File: src/rtl/oh_pwrsw_seq.sv
// Power-switch sequencer for a gated domain with a segmented footer switch.
// Ramps segments one at a time, settles, releases isolation then reset; reverses on power-down.
module oh_pwrsw_seq #(
    parameter int N      = 4,
    parameter int STAGE  = 8,
    parameter int SETTLE = 16
) (
    input  logic         clk,
    input  logic         nreset,
    input  logic         pwr_req,
    output logic [N-1:0] sw_en,
    output logic         iso_en,
    output logic         dom_nreset,
    output logic         pwr_ack,
    output logic         busy
);
    localparam int MAXC = (STAGE > SETTLE) ? STAGE : SETTLE;
    localparam int CW   = $clog2(MAXC + 1);
    localparam logic [CW-1:0] STG_LAST = CW'(STAGE - 1);
    localparam logic [CW-1:0] SET_LAST = CW'(SETTLE - 1);
    localparam logic [CW-1:0] CNT_MAX  = CW'(MAXC);
    localparam logic [N-1:0]  ONES     = '1;
    localparam logic [N-1:0]  SEG0     = N'(1);

    typedef enum logic [2:0] {S_OFF, S_UP, S_SETTLE, S_REL, S_ON, S_ISO} state_t;

    typedef struct packed {
        logic [N-1:0] sw;
        logic         iso;
        logic         dnr;
        logic         ack;
        logic         busy;
    } out_t;

    state_t        state_q, state_d;
    logic [CW-1:0] cnt_q, cnt_d, cnt_inc;
    out_t          out_q, out_d;
    logic          adv;
    logic [N-1:0]  sw_nxt;

    assign cnt_inc = (cnt_q == CNT_MAX) ? cnt_q : cnt_q + 1'b1;
    assign sw_nxt  = (out_q.sw << 1) | SEG0;

    always_ff @(posedge clk) begin
        if (!nreset) begin
            state_q    <= S_OFF;
            cnt_q      <= '0;
            out_q.sw   <= '0;
            out_q.iso  <= 1'b1;
            out_q.dnr  <= 1'b0;
            out_q.ack  <= 1'b0;
            out_q.busy <= 1'b0;
        end else begin
            state_q <= state_d;
            cnt_q   <= cnt_d;
            out_q   <= out_d;
        end
    end

    // Abort (pwr_req low) takes priority over any counter-driven step.
    always_comb begin
        state_d = state_q;
        cnt_d   = cnt_q;
        adv     = 1'b0;
        case (state_q)
            S_OFF: if (pwr_req) begin
                state_d = (N == 1) ? S_SETTLE : S_UP;
                cnt_d   = '0;
            end
            S_UP: begin
                if (!pwr_req) state_d = S_ISO;
                else if (cnt_q == STG_LAST) begin
                    adv   = 1'b1;
                    cnt_d = '0;
                    if (sw_nxt == ONES) state_d = S_SETTLE;
                end else cnt_d = cnt_inc;
            end
            S_SETTLE: begin
                if (!pwr_req) state_d = S_ISO;
                else if (cnt_q == SET_LAST) begin
                    state_d = S_REL;
                    cnt_d   = '0;
                end else cnt_d = cnt_inc;
            end
            S_REL:   state_d = pwr_req ? S_ON : S_ISO;
            S_ON:    if (!pwr_req) state_d = S_ISO;
            S_ISO:   state_d = S_OFF;
            default: state_d = S_OFF;
        endcase
    end

    always_comb begin
        out_d      = out_q;
        out_d.iso  = 1'b1;
        out_d.dnr  = 1'b0;
        out_d.ack  = 1'b0;
        out_d.busy = (state_d != S_OFF) && (state_d != S_ON);
        case (state_d)
            S_OFF: out_d.sw = '0;
            S_UP, S_SETTLE: begin
                if (state_q == S_OFF) out_d.sw = SEG0;
                else if (adv)         out_d.sw = sw_nxt;
            end
            S_REL: out_d.iso = 1'b0;
            S_ON: begin
                out_d.iso = 1'b0;
                out_d.dnr = 1'b1;
                out_d.ack = 1'b1;
            end
            default: ;
        endcase
    end

    assign sw_en      = out_q.sw;
    assign iso_en     = out_q.iso;
    assign dom_nreset = out_q.dnr;
    assign pwr_ack    = out_q.ack;
    assign busy       = out_q.busy;
endmodule

File: config.mk
export PLATFORM = sky130hd
export DESIGN_NAME = oh_pwrsw_seq
export DESIGN_NICKNAME = d
export VERILOG_FILES = /design/src/rtl/oh_pwrsw_seq.sv
export SDC_FILE = /design/constraint.sdc
export NUM_CORES = 1
export LEC_CHECK = 0
export CAP_MARGIN = 40
export CORE_ASPECT_RATIO = 1.25
export CORE_MARGIN = 2
export CORE_UTILIZATION = 47
export DETAILED_ROUTE_END_ITERATION = 10
export PLACE_DENSITY = 0.79
export SYNTH_ARGS = -nofsm -noshare
export SYNTH_HDL_FRONTEND = slang
export SYNTH_SLANG_ARGS = --single-unit
File: constraint.sdc
create_clock -name clk -period 1.7 [get_ports clk]
set_input_delay 0.255 -clock clk [delete_from_list [all_inputs] [get_ports clk]]
set_output_delay 0.255 -clock clk [all_outputs]
set_load 0.05 [all_outputs]
[Yosys cells after proc, flatten, opt, wreduce, memory -nomap -nowiden]
Index checks and enable logic that the tools add are counted.
Word-level totals
  register bits after elaboration: 16
  bits of input ports: 3
  word-level logic and storage cells: 59
Operators by class
  $add $sub $neg: 1
  eq/ne operators: 17
  multiplexer cells: 24
  reductions and logical operators: 10
Operators by type and width (count)
  5-bit 2-to-1 mux: 6
  3-bit 2-to-1 mux: 7
  3-bit case mux with 5 select lines: 1
  5-bit case mux with 3 select lines: 1
  3-bit by 2-bit == test with 1-bit output, second input constant: 4
  3-bit == test, second input constant: 3
  4-bit 2-to-1 mux: 2
  4-bit case mux with 2 select lines: 1
  3-bit by 1-bit == test with 1-bit output, second input constant: 2
  3-bit zero test: 2
  2-bit != test, second input constant: 3
  3-bit != test, second input constant: 2
  3-bit nonzero test: 2
  5-bit by 1-bit adder with 5-bit output, second input constant: 1
  5-bit by 3-bit == test with 1-bit output, second input constant: 1
  5-bit by 4-bit == test with 1-bit output, second input constant: 1
  5-bit == test, second input constant: 1
  1-bit 2-to-1 mux: 5
  4-bit AND reduction: 1
  2-bit OR reduction: 2
  2-bit 2-to-1 mux: 1
  2-bit AND reduction: 1
  2-bit nonzero test: 1
  1-bit logical AND: 1

[Longest topological paths before layout]
Gate-level depths: netlist (run 1).
  depth in word-level cells: 9
  gate-level depth with buffers: 7
  depth with buffers taken out: 7

[Worst setup path after synthesis (run 1)]
No wires, ideal clock.
  path type: register to register
  start: register cnt_q[0]
  end: register state_q[0]
  data arrival time: 1.512 ns
  path slack: 0.071 ns
  cell stages (with the launch flop): 8
  path buffers: 0
  clock period less this slack: 1.629 ns
  cells stage by stage: dfxtp_1 -> ha_1 -> and3_2 -> ha_1 -> mux2i_1 -> o22a_1 -> o22ai_1 -> a22o_1
Between the ends
  cells in the longest elaborated chain, start to end: 4
  elaborated cells on any way between the ends: 7
  classes of those cells: eq/ne: 2; mux: 5
RTL lines
  from (decl): line 36  | logic [CW-1:0] cnt_q, cnt_d, cnt_inc;
  from (signal assigned): line 55  | cnt_q <= cnt_d;
  5-bit by 4-bit == test with 1-bit output or 5-bit by 3-bit == test with 1-bit output (tied branches): line 80, 72
  3-bit 2-to-1 mux, on equally long branches: line 80, 72
  3-bit 2-to-1 mux, on equally long branches: line 79, 71
  3-bit case mux with 5 select lines (*): line 65  | case (state_q)
  to (signal assigned): line 54  | state_q <= state_d;
  to (decl): line 35  | state_t state_q, state_d;
Mark *: on every way between the ends. The rest lies on a longest branch, timed or not.
A chain may end at the register's enable or synchronous reset.

[Worst setup path in the final report (run 1)]
  start: register out_q, in the netlist iso_en
  end: output iso_en
RTL lines
  from (decl): line 37  | out_t out_q, out_d;
  from (signal assigned): line 56  | out_q <= out_d;
  to (decl): line 12  | output logic iso_en,
No word-level cell between the ends.

==> results of run 1 <==
[how the worst max path moves through the flow]
stage | to | depth (start not counted) | startpoint | slack, ns
6_report | iso_en | 1 | iso_en | 0.06
5_1_grt | cnt_q[0] | 7 | cnt_q[1] | 0.001
4_1_cts | cnt_q[1] | 7 | cnt_q[1] | 0.02
3_5_place_dp | cnt_q[1] | 7 | cnt_q[1] | 0.04
3_3_place_gp | cnt_q[1] | 5 | pwr_req | 0.12
2_1_floorplan | state_q[0] | 7 | cnt_q[0] | 0.07
[metal layers]
layer  wire (um)  global-route usage [%]  vias up  share of wire [%]
met4          51                   14.58        0                2.9
met3          48                   2.083        5                2.7
li1            -                       -      371                  -
met1         739                   19.17      368                 42
met5           0                       0        -                  0
met2         938                   31.77       17                 53
[sequential cells by signal (all words and copies together) (netlist names)]
register,flops
cnt_q,5
state_q,3
dom_nreset,1
iso_en,1
sw_en,4
busy,1
[cells by family (layout without fill, tap and decap cells)]
| group | count (synthesis) | count (layout) |
|---|---|---|
| fa+ha+maj | 4 | 4 |
| xor+xnor | 3 | 3 |
| flops | 15 | 15 |
| compound gates | 26 | 26 |
| buf+inv | 11 | 28 |
| mux | 2 | 2 |
| simple gates | 33 | 33 |
[placed cells by master, fill, tap and decap left out, types with 3 or more instances in the layout]
master           netlist  routed
nand2_1                8       8
clkbuf_4               0       3
inv_1                  4       4
clkdlybuf4s50_1        0       3
xnor2_1                3       3
nand3_1                5       5
nor2_1                 7       7
buf_4                  3      16
a21oi_1                5       5
dfxtp_1               15      13
o21ai_0                5       5
o21ai_1                3       3
[what timing repair did]
item | CTS | global route
hold endpoints to repair | 0 | 0
setup endpoints to repair | 0 | 6
buffers inserted | 0 | 1
resized for setup | 0 | 5
hold buffers | 0 | 0
[stage by stage]
| step | area [sq um] | std cells | setup slack, ns | utilization (%) | hold WS (ns) |
|---|---|---|---|---|---|
| 2_1_floorplan | 850.8 | 94 | 0.07087 | - | 0.5103 |
| 3_3_place_gp | 982.2 | 125 | 0.1178 | 56.31 | 0.4390 |
| 3_5_place_dp | 982.2 | 125 | 0.03669 | 56.31 | 0.4513 |
| 4_1_cts | 1008 | 129 | 0.02453 | 57.82 | 0.4636 |
| 5_1_grt | 1033 | 130 | 0.001050 | 59.25 | 0.4795 |
| 6_report | 1033 | 130 | 0.06026 | 59.25 | 0.4571 |
[final cells by class]
class,count,area (sq um)
Sequential cell,15,302.8
Inverter,5,18.77
Clock buffer,4,26.28
Tap cell,19,23.77
Fill cell,154,710.7
Multi-Input combinational cell,68,511.7
Timing Repair Buffer,19,150.1
[power groups by stage]
stage / registers [mW] / logic (mW) / clock network, mW
final: 0.430 / 0.311 / 0.203
after global routing: 0.436 / 0.342 / 0.225
after CTS: 0.428 / 0.304 / 0.210
after detailed placement: 0.436 / 0.301 / 0
after global placement: 0.434 / 0.296 / 0
after floorplan: 0.450 / 0.215 / 0
==> metrics.cfg, run 1 <==
[die]
dieArea_sq_um=2169
num_io_pins=11
rows=17
die_h_um=51.57
fp.dieW_um=42.06
start_util_pct=48.78
core-area_sq_um=1744

[final_layout]
nets=118
antenna_cells=0
area.growth.synth_to_final_pct=21.47
drive_above_1_share_pct=31.53

[sta]
worstMarginPinSlew_ns=0.4864
setup_viol=0
period_minus_slack_ns=1.640
finalSetupTns_ns=0
max_slew_margin_pct=67.47
fin_crit_sh_pct=96.46
max_clock_freq_mhz=609.9
finalMaxSlewViolations=0
finalHoldViolCount=0
skew_ns=0.001692
rsz0062_at_grt=false

[clocking]
clockBufferDepth=2
htree_levels=1
cts_tree=built
cts_buffers=3
clock_latency_ns=0.29
cts_root_buf=clkbuf_4
clk_pin_slew_ns=0.08
clock_sinks=15

[setup_path]
reg2reg_slack_ns=0.09
rr_startpoint=cnt_q[1]
crit_chain=clkdlybuf4s50_1
path_class=flop to primary output
crit_slowest_cell=clkdlybuf4s50_1
critical_path_arrival_ns=1.38
r2r-end=cnt_q[1]
crit_buf_inv=1
start_kind=flop
cpLargestDelayFamily=buffers and inverters
cp_slowest_stage_delay_ns=0.79
cp-end-kind=primary output
reg2reg_depth=7
path_max_fanout=1
required_ns=1.44

[place]
globalplace.congestion=0.8207
detailed_place_hpwl_um=1299
portBuffers=10

[synth]
ys_async_sr_fraction_pct=0
synth_simple_gate_area_share_pct=24.41
muxShareOfSynthArea_pct=2.353
synth_top_area_cell=dfxtp_1
ys_warn_count=0
synth_edf_count=0
synthAdderAreaFrac_pct=5.735
syn_area_sq_um=850.8
postSynthCellCount=94
synth_seq_cells=15
synth_commonest_cells=dfxtp_1 (15), nand2_1 (8), nor2_1 (7)
yosysMostFrequentCell=dfxtp_1
synth_top_family_by_area=simple AND/OR/NAND/NOR gates
synthFlopType=dfxtp_1
synthXorXnorAreaFrac_pct=3.088
synth_compound_area_share_pct=22.79
syn_avg_cell_area_sq_um=9.051
seq_area_frac_synth_pct=35.29
synth_area_leaders=dfxtp_1 (35%), ha_1 (4.4%), nand2_1 (3.5%), nor2_1 (3.1%), xnor2_1 (3.1%)
synth.top_cell.area_share_pct=35.29
synth_cell_types=39
synth.net_count=100

[detailed_routing]
avgRoutedWirePerCell_um=13.68
via_per_inst=5.854
drc=0
wirelength_um=1778
drt_iter0_drc=3
firstDrtPassIters=4
vias=761
ant_nets=0

[power_and_ir_drop]
pwr-share-comb_pct=33.0
power_density_nw_per_um2=913.4
clkPwrFrac_pct=21.5
irDropWorstVdd_uv=642.5
p_sw_mw=0.3254
sw_frac_of_total_pct=34.48
finalPower_mw=0.9440
p_int_mw=0.6185
seq_power_share_pct=45.6
power.leakage_nw=0.3854

[min_path]
holdPathStages=2
whs_endpoint=sw_en[3]
hold_class=flop to flop
worstHoldStart=sw_en[3]

[global_route]
grt_max_degree=12
grt_pass1_wl_um=2939
antenna_found_initial=0
grt_overflow=0
grt_pass1_vias=732
grt_usage_pct=17.97

[run]
maxCapViolations=0

[outcome]
status=finished clean

No activity file was read; power rests on OpenSTA's default activity.
==> run 2: changes to the inputs <==
--- a/config.mk
+++ b/config.mk
@@ -5,12 +5,13 @@
 export SDC_FILE = /design/constraint.sdc
 export NUM_CORES = 1
 export LEC_CHECK = 0
+export ABC_AREA = 1
 export CAP_MARGIN = 40
 export CORE_ASPECT_RATIO = 1.25
 export CORE_MARGIN = 2
 export CORE_UTILIZATION = 47
 export DETAILED_ROUTE_END_ITERATION = 10
-export PLACE_DENSITY = 0.79
+export PLACE_DENSITY = 0.8
 export SYNTH_ARGS = -nofsm -noshare
 export SYNTH_HDL_FRONTEND = slang
 export SYNTH_SLANG_ARGS = --single-unit
==> run 2 against run 1 <==
Effect of this change: register-to-register slack improved by 0.02 ns; clock power is 3% higher; largest power group unchanged; clock-buffer cell count fell by 1; critical path depth is the same; die area is 2.2% lower; final cell count is 15% higher.
==> metrics.cfg, run 2 <==
[final_layout]
area.growth.synth_to_final_pct=30.12
largest-register=cnt_q
largest_reg_flops=5
final_core_utilization_pct=62.75
instances_no_fill=150
layout_commonest_cell=buf_4
drive_above_1_share_pct=37.40
antenna_cells=0
layout_common_cells=buf_4 (15), nor2_1 (13), nand2_1 (13), dfxtp_1 (13), inv_1 (12)
fillCellCount=164
nets=138

[setup_path]
path_max_fanout=1
crit_chain=clkdlybuf4s50_1
critical_path_arrival_ns=1.39
cp-endpoint=busy
r2r-end=sw_en[1]
cpLargestDelayFamily=buffers and inverters
path_class=flop to primary output
start_kind=flop
cp_slowest_stage_delay_ns=0.79
reg2reg_slack_ns=0.11
cp-end-kind=primary output
crit_buf_inv=1
required_ns=1.44
rr_startpoint=cnt_q[1]
cp.depth=1
startpoint=busy
reg2reg_depth=11
crit_slowest_cell=clkdlybuf4s50_1

[clocking]
htree_levels=1
clk_pin_slew_ns=0.09
cts_buffers=3
clock_sinks=15
ctsHoldBuffers=0
cts_root_buf=clkbuf_4
clock_latency_ns=0.29
cts_tree=built
clockBufferDepth=2

[sta]
skew_ns=0.002128
whs_ns=0.4781
fin_crit_sh_pct=96.84
finalHoldViolCount=0
finalMaxSlewViolations=0
period_minus_slack_ns=1.646
max_clock_freq_mhz=607.4
max_slew_margin_pct=66.95
worstMarginPinSlew_ns=0.4949
setup_viol=0

[die]
num_io_pins=11
die_h_um=51.01
start_util_pct=48.22
fp.dieW_um=41.61
dieArea_sq_um=2122
rows=17
core-area_sq_um=1723

[synth]
synth.top_cell.area_share_pct=36.14
synth_commonest_cells=nand2_1 (17), dfxtp_1 (15), nor2_1 (14)
yosysMostFrequentCell=nand2_1
synthXorXnorAreaFrac_pct=0
synth_seq_cells=15
synth_area_leaders=dfxtp_1 (36%), nand2_1 (7.7%), nor2_1 (6.3%), nand3_1 (5.4%), inv_1 (5.4%)
ys_warn_count=0
muxShareOfSynthArea_pct=0
postSynthCellCount=110
synth.net_count=116
seq_area_frac_synth_pct=36.14
syn_avg_cell_area_sq_um=7.553
synth_top_area_cell=dfxtp_1
syn_area_sq_um=830.8
synth_edf_count=0
synth_simple_gate_area_share_pct=34.94
synth_cell_types=27
synthAdderAreaFrac_pct=4.518
synth_compound_area_share_pct=15.21
synthFlopType=dfxtp_1
synth_top_family_by_area=simple AND/OR/NAND/NOR gates
ys_async_sr_fraction_pct=0

[power_and_ir_drop]
power_density_nw_per_um2=799.5
power.leakage_nw=0.4364
finalPower_mw=0.8643
irDropWorstVdd_uv=502.3

[detailed_routing]
wirelength_um=1771
drt_iter0_drc=7
top_layer_used=met4
drt-met1-wl_um=695
avgRoutedWirePerCell_um=11.81
met3_length_um=70
drc=0
met2_length_um=953
vias=803
via_per_inst=5.353
ant_nets=0
firstDrtPassIters=4

[global_route]
grt_pass1_wl_um=2870
antenna_found_initial=0
grt_pass1_vias=729
grt_overflow=0
grt_usage_pct=17.97
grt_max_degree=10

[outcome]
status=finished clean

[place]
detailed_place_hpwl_um=1387
dp.cells=143
globalplace.congestion=0.8526
portBuffers=10

[run]
maxCapViolations=0

[min_path]
hold_class=flop to flop

==> run 2: cell types whose count changed after synthesis, moves of 4 or more <==
cell     change
nor2_1       +7
inv_1        +8
o21ai_0      -5
nand2_1      +9
nand3_1      +4
==> run 2: layout make-up <==
cell class | count | area (sq um) | share of cell area (%)
clock buffers | 3 | 22.52 | 2.083
clock inverters | 1 | 5.005 | 0.4630
inverters | 17 | 66.31 | 6.134
multi-input cells | 76 | 505.5 | 46.76
flip-flops and latches | 15 | 302.8 | 28.01
well taps | 19 | 23.77 | 2.199
repair buffers | 19 | 155.1 | 14.35
==> run 2: through the flow <==
step | cell area, sq um | setup TNS [ns] | setup WS [ns]
after floorplan | 830.8 | 0 | 0.06772
after global placement | 972.2 | 0 | 0.03472
after detailed placement | 972.2 | -0.06017 | -0.03375
after CTS | 1001 | 0 | 0.01174
after global routing | 1081 | -0.02754 | -0.01932
final | 1081 | 0 | 0.05365
==> run 2: per-layer routing <==
metal / vias to the layer above / GRT usage [%]
li1: 407 / -
met1: 370 / 17.21
met2: 19 / 34.64
met3: 7 / 2.473
met4: 0 / 12.37
met5: - / 0
==> run 2: how the worst min path moves through the flow <==
| stage | from | cells after the start | end | slack (ns) |
|---|---|---|---|---|
| detailed placement | sw_en[3] | 2 | sw_en[3] | 0.46 |
| CTS | sw_en[3] | 2 | sw_en[3] | 0.48 |
| global placement | sw_en[3] | 2 | sw_en[3] | 0.46 |
| floorplan | nreset | 2 | state_q[0] | 0.35 |
| finish | sw_en[3] | 2 | sw_en[3] | 0.48 |
| global route | sw_en[3] | 2 | sw_en[3] | 0.50 |
==> run 2: kinds of logic (layout without fill, tap and decap cells) <==
kind of cell	count (synthesis)	after routing
AOI/OAI and AO/OA	18	18
buffers and inverters	19	40
DFF	15	15
adders and majority gates	3	3
and+or+nand+nor	55	55
==> run 2: power by group <==
| part | switching [mW] | internal (mW) |
|---|---|---|
| Sequential | 0.0195 | 0.373 |
| Combinational | 0.161 | 0.101 |
| Clock | 0.123 | 0.0876 |
==> run 2: repair_timing <==
item                       CTS  global route
pin swaps                    0             7
setup endpoints to repair    1             8
setup buffers                0             3
resized for setup            1            16
==> run 2: worst min-delay path: cells and delay by family, from the launching register on <==
family / cells / cell delay (ns)
flip-flops: 1 / 0.32
AND/OR/NAND/NOR: 1 / 0.07
AO/OA/AOI/OAI: 1 / 0.05
==> run 3: changes to the inputs <==
--- a/config.mk
+++ b/config.mk
@@ -11,6 +11,7 @@
 export CORE_MARGIN = 2
 export CORE_UTILIZATION = 47
 export DETAILED_ROUTE_END_ITERATION = 10
+export MAX_ROUTING_LAYER = met4
 export PLACE_DENSITY = 0.8
 export SYNTH_ARGS = -nofsm -noshare
 export SYNTH_HDL_FRONTEND = slang
==> run 3 against run 2 <==
Effect of this change: clock skew about the same; first-iteration DRC count unchanged; power hardly changed; sequential share of layout area is the same; critical path depth did not move; fmax about the same; final area unchanged; register-to-register slack is essentially flat; critical path type unchanged.
==> metrics.cfg, run 3 (same netlist as run 2, synthesis figures left out) <==
[final_layout]
fillCellCount=164
area.growth.synth_to_final_pct=30.12
antenna_cells=0
largest_reg_flops=5
drive_above_1_share_pct=37.40
final_design_area_no_fill_sq_um=1081
layout_common_cells=buf_4 (15), nor2_1 (13), nand2_1 (13), dfxtp_1 (13), inv_1 (12)
largest-register=cnt_q
regArea_sq_um=302.8
multi_input_area_sq_um=505.5
nets=138
layout_commonest_cell=buf_4

[min_path]
hold_class=flop to flop
holdPathStages=2

[setup_path]
cpLargestDelayFamily=buffers and inverters
cp-end-kind=primary output
cp.depth=1
required_ns=1.44
crit_buf_inv=1
path_class=flop to primary output
reg2reg_slack_ns=0.11
critical_path_arrival_ns=1.39
crit_chain=clkdlybuf4s50_1
cp_slowest_stage_delay_ns=0.79
crit_slowest_cell=clkdlybuf4s50_1
reg2reg_depth=11
path_max_fanout=1
start_kind=flop

[die]
rows=17
fp.dieW_um=41.61
start_util_pct=48.22
num_io_pins=11
die_h_um=51.01
core-area_sq_um=1723
dieArea_sq_um=2122

[global_route]
grt_overflow=0
grt_pass1_vias=728
grt_max_degree=10
grt_usage_pct=18.45
grt_pass1_wl_um=2870
antenna_found_initial=0

[clocking]
clockBufferDepth=2
cts_tree=built
clock_sinks=15
htree_levels=1
cts_buffers=3
ctsHoldBuffers=0
cts_root_buf=clkbuf_4
clock_latency_ns=0.29
clk_pin_slew_ns=0.09

[detailed_routing]
vias=803
via_per_inst=5.353
avgRoutedWirePerCell_um=11.79
ant_nets=0
wirelength_um=1769
firstDrtPassIters=4
drt_iter0_drc=7
drc=0

[place]
portBuffers=10
detailed_place_hpwl_um=1387
globalplace.congestion=0.8661
place_area_sq_um=972.2

[sta]
period_minus_slack_ns=1.646
setup_viol=0
worstMarginPinSlew_ns=0.4949
finalHoldViolCount=0
finalMaxSlewViolations=0
skew_ns=0.002564
max_clock_freq_mhz=607.7
fin_crit_sh_pct=96.80
max_slew_margin_pct=66.95
finalSetupTns_ns=0

[power_and_ir_drop]
irDropWorstVdd_uv=502.3
power.leakage_nw=0.4364
power_density_nw_per_um2=799.2

[run]
maxCapViolations=0

[outcome]
status=finished clean

==> run 3: final cells by class <==
cell class,instances,area share [%]
clock inverter,1,0.4630
timing repair buffer,19,14.35
sequential,15,28.01
clock buffer,3,2.083
tap,19,2.199
multi-input combinational,76,46.76
inverter,17,6.134
==> run 3: report_power, final <==
part	leakage, nW	switching [mW]	internal, mW	total, mW
sequential	0.123	0.0195	0.373	0.392
combinational	0.296	0.161	0.101	0.262
clock	0.0177	0.122	0.0876	0.210
==> run 3: worst reg2reg max path, cell delays in order, from the launching register on <==
cell	delay, ns
dfxtp_2	0.37
ha_4	0.14
nand2_2	0.06
buf_4	0.15
nor2_4	0.13
nand3_1	0.10
nand2_2	0.10
nand3_4	0.11
nor2_4	0.15
inv_4	0.07
nand3_2	0.07
a21oi_1	0.06
==> run 3: per-stage QoR <==
| step | instances | worst slack (ns) | power, mW | util, % | hold slack [ns] |
|---|---|---|---|---|---|
| after global routing | 150 | -0.01929 | 0.9094 | 62.75 | 0.5029 |
| after CTS | 147 | 0.01174 | 0.8399 | 58.10 | 0.4751 |
| after global placement | 143 | 0.03472 | 0.6247 | 56.43 | 0.4603 |
| final | 150 | 0.05432 | 0.8639 | 62.75 | 0.4780 |
| after floorplan | 110 | 0.06772 | 0.5667 | - | 0.3526 |
| after detailed placement | 143 | -0.03375 | 0.6333 | 56.43 | 0.4609 |
==> run 3: routing by layer <==
layer	global-route usage, %	part of all wire, %	vias up
met5	-	0	-
met4	12.37	2.9	0
met3	2.473	4.0	7
met2	34.64	54	19
met1	17.21	39	370
li1	-	-	407
==> run 3: final timing paths <==
kind	start	endpoint
worst max-delay path	busy	busy
worst min-delay path	sw_en[3]	sw_en[3]
worst max register to register	cnt_q[1]	sw_en[1]
worst min register to register	sw_en[3]	sw_en[3]
==> run 3: timing repair <==
action / CTS / global route
resized for setup: 1 / 16
endpoints found under the setup margin: 1 / 8
pin swaps: 0 / 7
setup buffers: 0 / 3
gates cloned: 0 / 0
